## src/rtl/fetch_pkg.sv

```systemverilog
// Shared state encoding and widths for the fetch_ctrl instruction-fetch sequencer.
package fetch_pkg;

  localparam int AW_DEF = 8;
  localparam int CNT_W  = 16;

  typedef enum logic [2:0] {
    IDLE,
    START,
    RUN,
    REDIRECT,
    STALL,
    HALT
  } state_e;

endpackage

```

## src/rtl/fetch_ctrl_cnt.sv

```systemverilog
// Generic up-counter with synchronous clear and enable; wraps by default, saturates at all-ones when SAT=1.
module fetch_ctrl_cnt
  import fetch_pkg::*;
#(
  parameter int W   = CNT_W,
  parameter bit SAT = 1'b0
) (
  input  logic         clock_i,
  input  logic         rst_n_i,
  input  logic         clr_i,
  input  logic         en_i,
  output logic [W-1:0] cnt_o
);

  logic [W-1:0] cnt_d, cnt_q;

  always_comb begin
    cnt_d = cnt_q;
    if (clr_i) begin
      cnt_d = '0;
    end else if (en_i && !(SAT && (&cnt_q))) begin
      cnt_d = cnt_q + W'(1);
    end
  end

  always_ff @(posedge clock_i or negedge rst_n_i) begin
    if (!rst_n_i) begin
      cnt_q <= '0;
    end else begin
      cnt_q <= cnt_d;
    end
  end

  assign cnt_o = cnt_q;

endmodule

```

## src/rtl/fetch_ctrl.sv

```systemverilog
// Fetch front-end sequencer: drives pc start/branch, holds on stalls, flushes IF/ID after redirects.
// Optional BRANCH_STATS_EN adds saturating br_cnt_o and stall_cyc_o statistics outputs.
module fetch_ctrl
  import fetch_pkg::*;
#(
  parameter int AW        = AW_DEF,
  parameter int FLUSH_CYC = 1,
  parameter int STALL_MAX = 15
) (
  input  logic             clock_i,
  input  logic             rst_n_i,
  input  logic             run_i,
  input  logic [AW-1:0]    startadd_i,
  input  logic             halt_i,
  input  logic             stall_i,
  input  logic             br_req_i,
  input  logic             br_dir_i,
  input  logic [AW-1:0]    br_off_i,
  output logic             start_o,
  output logic [AW-1:0]    startadd_o,
  output logic             branchb_o,
  output logic             branchf_o,
  output logic [AW-1:0]    target_o,
  output logic             pc_hold_o,
  output logic             ifid_stall_o,
  output logic             ifid_flush_o,
  output logic [CNT_W-1:0] fetch_cnt_o,
  output logic             busy_o,
  output logic             err_o
`ifdef BRANCH_STATS_EN
  ,
  output logic [CNT_W-1:0] br_cnt_o,
  output logic [CNT_W-1:0] stall_cyc_o
`endif
);

  localparam logic [1:0] FLUSH_LIM = 2'(FLUSH_CYC);
  localparam logic [3:0] STALL_LIM = 4'(STALL_MAX - 1);

  state_e        state_d, state_q;
  logic          halt_lat_d, halt_lat_q;
  logic          run_prev_d, run_prev_q;
  logic          err_d, err_q;
  logic          start_d, start_q;
  logic          branchb_d, branchb_q, branchf_d, branchf_q;
  logic          pc_hold_d, pc_hold_q, ifid_stall_d, ifid_stall_q;
  logic          ifid_flush_d, ifid_flush_q, busy_d, busy_q;
  logic [AW-1:0] startadd_d, startadd_q, target_d, target_q;
  logic          enter_redir;
  logic [1:0]    flush_cnt;
  logic [3:0]    stall_cnt;

  always_comb begin
    state_d = state_q;
    err_d   = err_q;
    unique case (state_q)
      IDLE:  if (run_i) state_d = START;
      START: state_d = RUN;
      RUN: begin
        if (halt_i)        state_d = HALT;
        else if (br_req_i) state_d = REDIRECT;
        else if (stall_i)  state_d = STALL;
      end
      REDIRECT: begin
        // A halt seen anywhere inside the redirect window is honoured at its end.
        if (flush_cnt == FLUSH_LIM) state_d = (halt_lat_q || halt_i) ? HALT : RUN;
      end
      STALL: begin
        if (br_req_i)       state_d = REDIRECT;
        else if (!stall_i)  state_d = RUN;
        else if (stall_cnt == STALL_LIM) begin
          state_d = HALT;
          err_d   = 1'b1;
        end
      end
      HALT:    if (run_i && !run_prev_q) state_d = START;
      default: state_d = IDLE;
    endcase
  end

  // Outputs are decoded from the next state so they line up with the registered state.
  always_comb begin
    enter_redir  = (state_d == REDIRECT) && (state_q != REDIRECT);
    halt_lat_d   = (state_d == REDIRECT) && (state_q == REDIRECT) && (halt_lat_q || halt_i);
    run_prev_d   = run_i;
    start_d      = (state_d == START);
    startadd_d   = start_d ? startadd_i : startadd_q;
    branchb_d    = enter_redir && br_dir_i;
    branchf_d    = enter_redir && !br_dir_i;
    target_d     = enter_redir ? br_off_i : target_q;
    pc_hold_d    = state_d inside {IDLE, STALL, HALT};
    ifid_stall_d = (state_d == STALL);
    ifid_flush_d = (state_d == REDIRECT) || ((state_d == HALT) && (state_q != HALT));
    busy_d       = !(state_d inside {IDLE, HALT});
  end

  always_ff @(posedge clock_i or negedge rst_n_i) begin
    if (!rst_n_i) begin
      state_q      <= IDLE;
      halt_lat_q   <= 1'b0;
      run_prev_q   <= 1'b0;
      err_q        <= 1'b0;
      start_q      <= 1'b0;
      startadd_q   <= '0;
      branchb_q    <= 1'b0;
      branchf_q    <= 1'b0;
      target_q     <= '0;
      pc_hold_q    <= 1'b0;
      ifid_stall_q <= 1'b0;
      ifid_flush_q <= 1'b0;
      busy_q       <= 1'b0;
    end else begin
      state_q      <= state_d;
      halt_lat_q   <= halt_lat_d;
      run_prev_q   <= run_prev_d;
      err_q        <= err_d;
      start_q      <= start_d;
      startadd_q   <= startadd_d;
      branchb_q    <= branchb_d;
      branchf_q    <= branchf_d;
      target_q     <= target_d;
      pc_hold_q    <= pc_hold_d;
      ifid_stall_q <= ifid_stall_d;
      ifid_flush_q <= ifid_flush_d;
      busy_q       <= busy_d;
    end
  end

  fetch_ctrl_cnt #(.W(CNT_W), .SAT(1'b0)) u_fetch_cnt (
    .clock_i(clock_i), .rst_n_i(rst_n_i),
    .clr_i(state_d == START), .en_i(state_d == RUN), .cnt_o(fetch_cnt_o)
  );

  fetch_ctrl_cnt #(.W(2), .SAT(1'b0)) u_flush_cnt (
    .clock_i(clock_i), .rst_n_i(rst_n_i),
    .clr_i(state_d != REDIRECT), .en_i(state_d == REDIRECT), .cnt_o(flush_cnt)
  );

  fetch_ctrl_cnt #(.W(4), .SAT(1'b0)) u_stall_cnt (
    .clock_i(clock_i), .rst_n_i(rst_n_i),
    .clr_i(state_d != STALL), .en_i(state_d == STALL), .cnt_o(stall_cnt)
  );

`ifdef BRANCH_STATS_EN
  fetch_ctrl_cnt #(.W(CNT_W), .SAT(1'b1)) u_br_cnt (
    .clock_i(clock_i), .rst_n_i(rst_n_i),
    .clr_i(start_d), .en_i(enter_redir), .cnt_o(br_cnt_o)
  );

  fetch_ctrl_cnt #(.W(CNT_W), .SAT(1'b1)) u_stall_cyc (
    .clock_i(clock_i), .rst_n_i(rst_n_i),
    .clr_i(1'b0), .en_i(state_d == STALL), .cnt_o(stall_cyc_o)
  );
`endif

  assign start_o      = start_q;
  assign startadd_o   = startadd_q;
  assign branchb_o    = branchb_q;
  assign branchf_o    = branchf_q;
  assign target_o     = target_q;
  assign pc_hold_o    = pc_hold_q;
  assign ifid_stall_o = ifid_stall_q;
  assign ifid_flush_o = ifid_flush_q;
  assign busy_o       = busy_q;
  assign err_o        = err_q;

endmodule

```

## config.mk

```make
export PLATFORM = sky130hd
export DESIGN_NAME = fetch_ctrl
export DESIGN_NICKNAME = d
export VERILOG_FILES = /design/src/rtl/fetch_pkg.sv /design/src/rtl/fetch_ctrl_cnt.sv /design/src/rtl/fetch_ctrl.sv
export SDC_FILE = /design/constraint.sdc
export NUM_CORES = 1
export LEC_CHECK = 0
export CORE_MARGIN = 8
export CORE_UTILIZATION = 50
export CTS_BUF_LIST = sky130_fd_sc_hd__clkbuf_16
export DETAILED_ROUTE_END_ITERATION = 12
export DONT_BUFFER_PORTS = 1
export REMOVE_ABC_BUFFERS = 1
export SLEW_MARGIN = 20
export SYNTH_ARGS = -nofsm -noshare
export SYNTH_HDL_FRONTEND = slang
export SYNTH_SLANG_ARGS = --single-unit
```

## constraint.sdc

```tcl
create_clock -name clock_i -period 3.2 [get_ports clock_i]
set_input_delay 0.32 -clock clock_i [delete_from_list [all_inputs] [get_ports clock_i]]
set_output_delay 0.32 -clock clock_i [all_outputs]
set_load 0.01 [all_outputs]
```

# Yosys cells after proc, flatten, opt, wreduce, memory -nomap -nowiden
# Index checks and enable logic that the tools add are counted.
# W data, S select, Z words.
[classes]
eq_ne = 16
n_mux = 17
n_bitwise = 1
addsub = 3
reduce_logical = 20
[op_table]
columns = ["op", "count"]
rows = [
  ["$mux W16", 2],
  ["$mux W3", 10],
  ["$pmux W3 S6", 1],
  ["$add A16 B1 Y16 const B", 1],
  ["$eq A3 B2 Y1 const B", 4],
  ["$eq A3 B3 Y1 const B", 4],
  ["$mux W4", 2],
  ["$reduce_bool A2 Y1", 4],
  ["$logic_and A1 B1 Y1", 7],
  ["$eq A3 B1 Y1 const B", 2],
  ["$logic_not A3 Y1", 2],
  ["$ne A3 B2 Y1 const B", 2],
  ["$ne A3 B3 Y1 const B", 2],
  ["$add A4 B1 Y4 const B", 1],
  ["$eq A4 B4 Y1 const B", 1],
  ["$mux W2", 2],
  ["$reduce_and A4 Y1", 1],
  ["$logic_not A1 Y1", 3],
  ["$reduce_bool A3 Y1", 1],
  ["$add A2 B1 Y2 const B", 1],
  ["$eq A2 B1 Y1 const B", 1],
  ["$logic_or A1 B1 Y1", 2],
  ["$not A1 Y1", 1],
]
[totals]
ff_bits = 51
output_inout_bits = 40
wordCells = 73

# Logic depth before layout (Yosys ltp)
# Gate-level depths: netlist (run 1).
[logic_depth]
ltp_word = 8
mapped_depth = 9
mapped_depth_nobuf = 8

# Modules after synthesis
# A second synthesis (run 1) with hierarchy kept.
[unflattened]
cells_unflattened = 198
area_unflattened_um2 = 2432.3
[by_module_without_submodules]
columns = ["module", "area_each_um2", "cells_each", "n_inst"]
rows = [
  ["fetch_ctrl", 1278.7, 93, 1],
  ["fetch_ctrl_cnt at u_fetch_cnt", 872.1, 82, 1],
  ["fetch_ctrl_cnt at u_stall_cnt", 192.7, 16, 1],
  ["fetch_ctrl_cnt at u_flush_cnt", 88.8, 7, 1],
]

# Worst setup path after synthesis (run 1)
# OpenSTA, ideal clock, no wires.
[synth_path]
kind = "register -> register"
startpoint = "register state_q[2]"
endpoint = "register u_fetch_cnt.cnt_q[15] (netlist: u_fetch_cnt.cnt_o[15])"
t_arrival_ns = 2.292
period_less_slack_ns = 2.365
path_buffers = 1
setup_ns = 0.073
stages_incl_launch_ff = 7
setup_slack_ns = 0.835
path_cell_list = "dfrtp_1 > or3b_1 > a211o_1 > a2111o_1 > buf_6 > or4_4 > a21oi_2"
[synth_via]
elab_chain_cells = 6
word_cells_on_any_way = 20
classes_between = "7 x eq/ne; 11 x mux; 2 x reduce/logical"
[synth_lines]
columns = ["element", "line", "text"]
rows = [
  ["start: declaration", "fetch_ctrl.sv:40", "state_e state_d, state_q;"],
  ["start signal: assignment", "fetch_ctrl.sv:113", "state_q <= state_d;"],
  ["$mux W3 (on tied branches)", "fetch_ctrl.sv:71, fetch_ctrl.sv:62", ""],
  ["$mux W3 (on tied branches)", "fetch_ctrl.sv:70, fetch_ctrl.sv:61", ""],
  ["$mux W3 (on tied branches)", "fetch_ctrl.sv:69, fetch_ctrl.sv:60", ""],
  ["$pmux W3 S6 (*)", "fetch_ctrl.sv:56", "unique case (state_q)"],
  ["$eq A3 B1 Y1 or $eq A3 B2 Y1 (tied branches)", "fetch_ctrl.sv:131", ".clr_i(state_d == START), .en_i(state_d == RUN), .cnt_o(fetch_cnt_o)"],
  ["$mux W16 or $reduce_bool A2 Y1 (tied branches)", "--", ""],
  ["end signal: assignment", "fetch_ctrl_cnt.sv:30", "cnt_q <= cnt_d;"],
  ["end: declaration", "fetch_ctrl_cnt.sv:15", "logic [W-1:0] cnt_d, cnt_q;"],
]
# Every way passes the cells marked *; elsewhere a longest branch is shown, timed or not.
# A chain may end at the register's enable or synchronous reset.

# Worst setup path after layout (run 1)
[layout_path]
startpoint = "register state_q[2]"
endpoint = "register target_q[6] (netlist: target_o[6])"
[layout_via]
word_cells_on_any_way = 19
classes_between = "7 x eq/ne; 10 x mux; 2 x reduce/logical"
[layout_rtl]
columns = ["element", "line", "text"]
rows = [
  ["$eq A3 B3 Y1 (tied with other cells)", "fetch_ctrl.sv:56", ""],
  ["$pmux W3 S6 (*)", "fetch_ctrl.sv:56", ""],
  ["named net state_d[0]", "fetch_ctrl.sv:40", ""],
  ["$eq A3 B2 Y1 (*)", "fetch_ctrl.sv:83", "enter_redir = (state_d == REDIRECT) && (state_q != REDIRECT);"],
  ["$logic_and A1 B1 Y1 (*)", "fetch_ctrl.sv:83", ""],
  ["end signal: assignment", "fetch_ctrl.sv:121", "target_q <= target_d;"],
  ["end: declaration", "fetch_ctrl.sv:48", "logic [AW-1:0] startadd_d, startadd_q, target_d, target_q;"],
]
# The timed path passes the listed nets; every way through them passes the cells marked *.

==> metrics.md, run 1 <==
| Metric | Value |
|---|---|
| Status | complete, no violations |
| Total Wirelength | 4780 um |
| Mean post-synth cell area | 11.3 um2 |
| Setup TNS | 0 ns |
| Row count | 24 |
| Final Hold Violating Endpoints | 0 |
| Die height | 83.6 um |
| Most frequent cells in the layout | dfrtp_1, nor2_1, mux2_2, a21oi_1 |
| Slew Limit Fails | 0 |
| Initial cell density of the core | 52.1% |
| Grt total ovfl | 0 |
| Hold Path Stages | 0 |
| Synth Register Bits | 51 |
| Synthesized cell area | 0.00228 mm2 |
| Final net count | 232 |
| Final Wtd Congestion | 0.852 |
| DRT Pass-1 Iters | 4 |
| Die ar. | 0.00698 mm2 |
| Crit start category | flop |
| Area share of xor/xnor cells in the synthesized design | 1.92% |
| Setup crit end kind | flop |
| Core ar. | 0.00438 mm2 |
| Post-synth EDFFs | 0 |
| Tcrit/Tclk final | 81.8% |
| Total inserted antenna cells | 0 |
| TritonCTS buffer count | 5 |
| Critical path required time | 3.37 ns |
| Filler Cells Inserted | 371 |
| Antenna violations before repair | 0 |
| Post-Synth Simple-Gate Area | 16.8% |
| WS Path Type | flop to flop |
| Asr flop ratio synth | 100% |
| Max-Slew Margin vs Limit | 38.7% |
| DR vias | 1,577 |
| Worst hold path endpoint | run_prev_q |
| Largest fanout on the critical path | 10 |
| Worst R2R Start | state_q[2] |
| R2R Setup Slk | 0.58 ns |
| Top FF cell, synth | dfrtp_1 |
| CTS sink count | 51 |
| Worst Min Path Start | run_i |
| First-pass GRT wire length | 7520 um |
| Iteration-0 DRC Markers | 114 |
| Reg-to-Reg End | target_o[6] |
| RSZ-0062 raised after global routing | false |
| Synth Area in Adders | 2.19% |
| Commonest non-fill, non-tap cell in the layout | dfrtp_1 |
| Post-layout minimum cycle time | 2.62 ns |
| DRC errors left | 0 |
| Max VDD drop | 507 uV |
| Sequential share of the synthesized area | 55.9% |
| Final instance area | 0.00250 mm2 |
| Largest net degree at the start of global routing | 52 |
| H-tree Lvls | 2 |
| TritonCTS clock tree | built |
| DP HPWL | 3410 um |
| Cell variety after synth | 42 |
| Combinational family with the most area after synthesis | simple AND/OR/NAND/NOR gates |
| Setup Viol. Count Final | 0 |
| Clock Tree Buf Depth | 2 |
| Worst hold path class | input port to flop |
| Routed len/inst | 18.5 um |
| Max Freq | 382 MHz |
| Vias per cell | 6.11 |
| Clk_lat worst skew | 0.28 ns |
| MaxCap Viol Count | 0 |
| Placed Area | 0.00232 mm2 |
| Crit path DAT | 2.79 ns |
| Total GRT Usage | 13.1% |
| Worst slew pin tran | 0.897 ns |
| Area growth syn-to-layout | 9.59% |
| PwrDens | 898 mW/mm2 |
| Layout cells sized above 1 | 14.6% |
| Post-synthesis mux area share | 7.89% |
| Post-Syn Instances | 202 |
| Ys Warns | 0 |
| Clock Pin Slew Worst Setup and Hold Paths | 0.06 ns |
| Leakage | 0.00107 uW |
| Root Driver | clkbuf_16 |
| FF-to-FF path depth | 6 |
| Port Buffer Count | 0 |
| Die Wd | 83.6 um |
| Routed Antenna Nets | 0 |
| Vias in the first global route | 1,448 |
| Compound-Gate Fraction of Synth Area | 12.1% |
| Skew final | 0.00399 ns |
| IO Pins | 63 |
## per-layer routing
layer	up-vias	share of wire, %	GRT usage [%]
met4	0	1.4	5.18
met3	6	12	6.84
met1	742	42	16.0
met2	86	45	18.8
li1	743	-	-
met5	-	0	0
## registers in the layout, indices dropped and copies added (netlist names)
register	count
branchb_o	1
branchf_o	1
busy_o	1
err_o	1
halt_lat_q	1
ifid_flush_o	1
ifid_stall_o	1
pc_hold_o	1
run_prev_q	1
start_o	1
startadd_o	8
state_q	3
target_o	8
u_fetch_cnt.cnt_o	16
u_flush_cnt.cnt_o	2
u_stall_cnt.cnt_o	4
## cell families after synthesis
family	Yosys count
buffers and inverters	16
xor gates and xnor gates	5
adders and majority gates	4
muxes	16
DFF	51
AOI/OAI and AO/OA	38
and+or+nand+nor	72
## repair_timing
action                    4_1_cts  5_1_grt
buffers inserted                0        0
gates resized for setup         0        0
hold buffers                    2        0
hold endpoints to repair       51        0
## how the worst max path moves through the flow
stage               startpoint                   end  slack [ns]  depth (start not counted)
floorplan           state_q[2]  u_fetch_cnt.cnt_o[5]        0.78                          6
global placement    state_q[2]  u_fetch_cnt.cnt_o[7]        0.70                          5
detailed placement  state_q[2]           target_o[6]        0.60                          6
CTS                 state_q[2]           target_o[6]        0.61                          6
global route        state_q[0]           target_o[6]        0.34                          6
finish              state_q[2]           target_o[6]        0.58                          6
## stage by stage
stage | worst slack [ns] | hold WS, ns | cells | utilization [%] | total power [uW]
final | 0.582 | 0.0622 | 258 | 57.0 | 2250
after global routing | 0.336 | 0.0495 | 258 | 57.0 | 2390
after CTS | 0.609 | 0.0541 | 258 | 57.0 | 2280
after detailed placement | 0.596 | 0.0259 | 248 | 52.9 | 1740
after global placement | 0.704 | 0.0258 | 248 | 52.9 | 1690
after floorplan | 0.775 | 0.0244 | 195 | - | 1550
## power by group
part           switching (uW)  internal [uW]
registers                 228            845
logic                     363            298
clock network             223            289
total                     815           1430
## final cells by class
| class | instances | area, um2 | share of cell area, % |
|---|---|---|---|
| Tap cell | 52 | 65.1 | 2.60 |
| Inverter | 9 | 33.8 | 1.35 |
| Multi-Input combinational cell | 135 | 935 | 37.4 |
| Timing Repair Buffer | 3 | 45.0 | 1.80 |
| Sequential cell | 51 | 1280 | 51.0 |
| Clock buffer | 5 | 125 | 5.00 |
| Clock inverter | 3 | 21.3 | 0.850 |
## critical path, cell delays in order (launching register included)
cell	delay [ns]
dfrtp_1	0.44
or2_2	0.31
o32ai_1	0.61
nor2_1	0.24
inv_1	0.15
nand3_1	0.34
mux2_2	0.40
## synthesized netlist by cell type (all sizes together) (2+ instances only)
cell	number	area share (%)
nor2b	2	0.55
nand3b	2	0.66
or3	2	0.55
nand2	10	1.6
o21a	5	1.6
a2111o	2	0.99
xor2	2	0.77
and3	3	0.82
buf	5	1.3
clkbuf	2	0.33
or4	6	2.1
nor4	5	1.4
xnor2	3	1.2
o31ai	5	1.6
a2111oi	2	0.82
inv	9	1.5
nor3b	5	1.6
nor2	20	3.3
dfrtp	51	56
a21oi	12	2.8
mux2	16	7.9
o21ai	2	0.44
a211o	2	0.77
o31a	3	1.2
or2	2	0.55
ha	4	2.2
nand4	2	0.55
nand3	10	2.2
No activity file was read; power rests on OpenSTA's default activity.
==> inputs of run 2 (changes only) <==
Settings changed: PLACE_DENSITY set to 0.68.
Clock period 3.2 ns to 2.1 ns, I/O delays scaled along.
==> run 2 against run 1 <==
Highest routed layer unchanged. Utilization is 9.4 points higher. Sequential share of layout area decreased by 7.2 points. Critical path type unchanged. Worst setup slack worse by 0.73 ns. Total power is 85% higher. Critical path depth down 1. Register-to-register slack got worse by 0.73 ns. Fmax increased by 16%. Combinational power grew to 2.6 times the previous value. Largest power group is now combinational cells. Clock skew grew 0.00096 ns. The flow now finishes with violations (setup timing). Clock power up 61%.
==> metrics.md, run 2 (synthesized netlist as in run 1, its figures left out) <==
| Metric | Value |
|---|---|
| DRC errors left | 0 (unchanged) |
| FF-to-FF path depth | 5 (-1) |
| Die ar. | 0.00698 mm2 (unchanged) |
| CTS sink count | 51 (unchanged) |
| Placed Area | 0.00252 mm2 (+8.6%) |
| WS Path Type | flop to flop |
| Slew Limit Fails | 0 (unchanged) |
| Routed len/inst | 19.5 um (+5.4%) |
| RSZ-0062 raised after global routing | true |
| Post-layout minimum cycle time | 2.25 ns (-0.366 ns) |
| Total inserted antenna cells | 0 (unchanged) |
| First-pass GRT wire length | 9350 um (+24%) |
| Commonest non-fill, non-tap cell in the layout | dfrtp_1 |
| Tcrit/Tclk final | 107% (+25 points) |
| Sequential Area | 0.00128 mm2 (unchanged) |
| Dpl ws | -0.203 ns (-0.799 ns) |
| Final instance area | 0.00292 mm2 (+17%) |
| PwrDens | 1430 mW/mm2 (+59%) |
| Vias in the first global route | 1,930 (+33%) |
| Worst hold path class | input port to flop |
| Most used cell, CP | a211o_1 |
| Failing checks | setup timing |
| Die Wd | 83.6 um (unchanged) |
| Gate power share | 41.2% (+12 points) |
| Status | finished, violations left |
| DRT Pass-1 Iters | 4 (unchanged) |
| Grt total ovfl | 0 (unchanged) |
| Clock Tree Buf Depth | 2 (unchanged) |
| MaxCap Viol Count | 0 (unchanged) |
| Total GRT Usage | 15.9% (+2.8 points) |
| Largest register FFs | 16 (unchanged) |
| Skew final | 0.00495 ns (+0.000962 ns) |
| Crit start category | flop |
| Max-Slew Margin vs Limit | 74.0% (+35 points) |
| Final net count | 264 (+14%) |
| Largest fanout on the critical path | 5 (-5) |
| Final Wtd Congestion | 0.863 (+1.3%) |
| Largest net degree at the start of global routing | 52 (unchanged) |
| Most frequent cells in the layout | dfrtp_1, buf_4, nor2_1, mux2_2, a21oi_1 |
| Max Freq | 444 MHz (+16%) |
| Worst R2R Start | state_q[1] |
| Area growth syn-to-layout | 27.7% |
| Filler Cells Inserted | 348 (-6.2%) |
| Die height | 83.6 um (unchanged) |
| Crit path DAT | 2.46 ns (-0.33 ns) |
| TritonCTS clock tree | built |
| Total Wirelength | 5660 um (+18%) |
| Max incr delay on CP | 0.53 ns (-0.08 ns) |
| CP cell instances | or3b_1, a211o_1, a211o_1, or4_1, a21oi_1 |
| Critical path's top delay family | simple AND/OR/NAND/NOR gates |
| H-tree Lvls | 2 (unchanged) |
| Vias per cell | 6.16 (+0.81%) |
| Layout cells sized above 1 | 32.8% (+18 points) |
| Multi-input logic area | 0.00107 mm2 (+14%) |
| Setup Viol. Count Final | 31 (+31) |
| Initial cell density of the core | 52.1% (unchanged) |
| TritonCTS buffer count | 5 (unchanged) |
| R2R Setup Slk | -0.15 ns (-0.73 ns) |
| CP startpoint | state_q[1] |
| Psw | 1510 uW (+86%) |
| Port Buffer Count | 0 (unchanged) |
| Row count | 24 (unchanged) |
| Pint | 2640 uW (+85%) |
| DR vias | 1,787 (+13%) |
| Iteration-0 DRC Markers | 132 (+16%) |
| Worst Path Buf+Inv | 0 (-1) |
| Hold Path Stages | 2 (+2) |
| Final worst slack | -0.152 ns (-0.734 ns) |
| IO Pins | 63 (unchanged) |
| Clock power frac | 19.9% (-2.9 points) |
| Clk_lat worst skew | 0.29 ns (about the same) |
| Worst setup path endpoint | u_fetch_cnt.cnt_o[12] |
| Share of power burned in registers | 39.0% (-8.8 points) |
| Leakage | 0.00125 uW (+17%) |
| Core ar. | 0.00438 mm2 (unchanged) |
| Final Hold Violating Endpoints | 0 (unchanged) |
| Reg-to-Reg End | u_fetch_cnt.cnt_o[12] |
| Cell at the slowest stage of the critical path | or4_1 |
| Critical path required time | 2.30 ns (-1.07 ns) |
| DP HPWL | 3960 um (+16%) |
| Fin util | 66.5% (+9.4 points) |
| Worst path depth | 5 (-1) |
| Routed Antenna Nets | 0 (unchanged) |
| Antenna violations before repair | 0 (unchanged) |
| Setup crit end kind | flop |
| Sw Ratio | 36.4% (+0.12 points) |
| Clock Pin Slew Worst Setup and Hold Paths | 0.07 ns (about the same) |
| Root Driver | clkbuf_16 |
| Max VDD drop | 932 uV (+84%) |
| Worst slew pin tran | 0.390 ns (-0.507 ns) |
[run 2: cell count changes in the layout (fill, tap and decap cells not counted), moves of 2 or more]
cell	before	now
dlygate4sd3_1	1	3
inv_1	10	8
buf_6	0	5
clkinv_4	2	0
buf_4	1	24
a2111oi_4	0	2
nor3b_4	0	2
nor2_1	20	17
nor3b_1	5	2
nor2_2	0	3
[run 2: worst reg2reg max path, stage by stage (launching register included)]
cell     delay (ns)
dfrtp_1        0.40
or3b_1         0.39
a211o_1        0.33
a211o_1        0.33
or4_1          0.53
a21oi_1        0.19
[run 2: area by class of cell]
class | instances | area share [%]
clock inverters | 3 | 0.944
clock buffers | 5 | 4.29
flip-flops and latches | 51 | 43.8
repair buffers | 35 | 10.9
multi-input cells | 135 | 36.7
well taps | 52 | 2.23
inverters | 9 | 1.16
[run 2: repair_timing]
item | 4_1_cts | 5_1_grt
buffers inserted | 4 | 0
endpoints found under the hold margin | 53 | 0
hold buffers | 4 | 0
endpoints found under the setup margin | 35 | 35
gates cloned | 0 | 1
pin swaps | 12 | 1
gates resized for setup | 18 | 11
[run 2: layer usage]
layer  wire length, um  track usage, %
met1              2180            17.4
met2              2750            25.9
met3               592            7.23
met4               142            6.44
met5                 0               0
[run 2: worst min path at each step]
stage | slack [ns] | startpoint | end
floorplan | -0.09 | rst_n_i | branchb_o
global placement | -0.08 | rst_n_i | run_prev_q
detailed placement | -0.08 | rst_n_i | run_prev_q
CTS | 0.01 | br_dir_i | branchb_o
global route | 0.02 | br_dir_i | branchb_o
finish | 0.02 | br_dir_i | branchb_o
[run 2: stage by stage]
stage	std cells	hold slack, ns	power (uW)	TNS (ns)
2_1_floorplan	195	-0.0856	2360	-7.16
3_3_place_gp	273	-0.0840	2920	-3.44
3_5_place_dp	273	-0.0836	3010	-4.28
4_1_cts	289	0.0140	4040	-2.50
5_1_grt	290	0.0239	4370	-4.87
6_report	290	0.0213	4160	-2.87
[run 2: power by group through the flow]
stage / Sequential, uW / Combinational [uW] / Clock [uW]
2_1_floorplan: 1570 / 787 / 0
3_3_place_gp: 1620 / 1300 / 0
3_5_place_dp: 1640 / 1370 / 0
4_1_cts: 1620 / 1580 / 844
5_1_grt: 1660 / 1840 / 878
6_report: 1620 / 1710 / 827
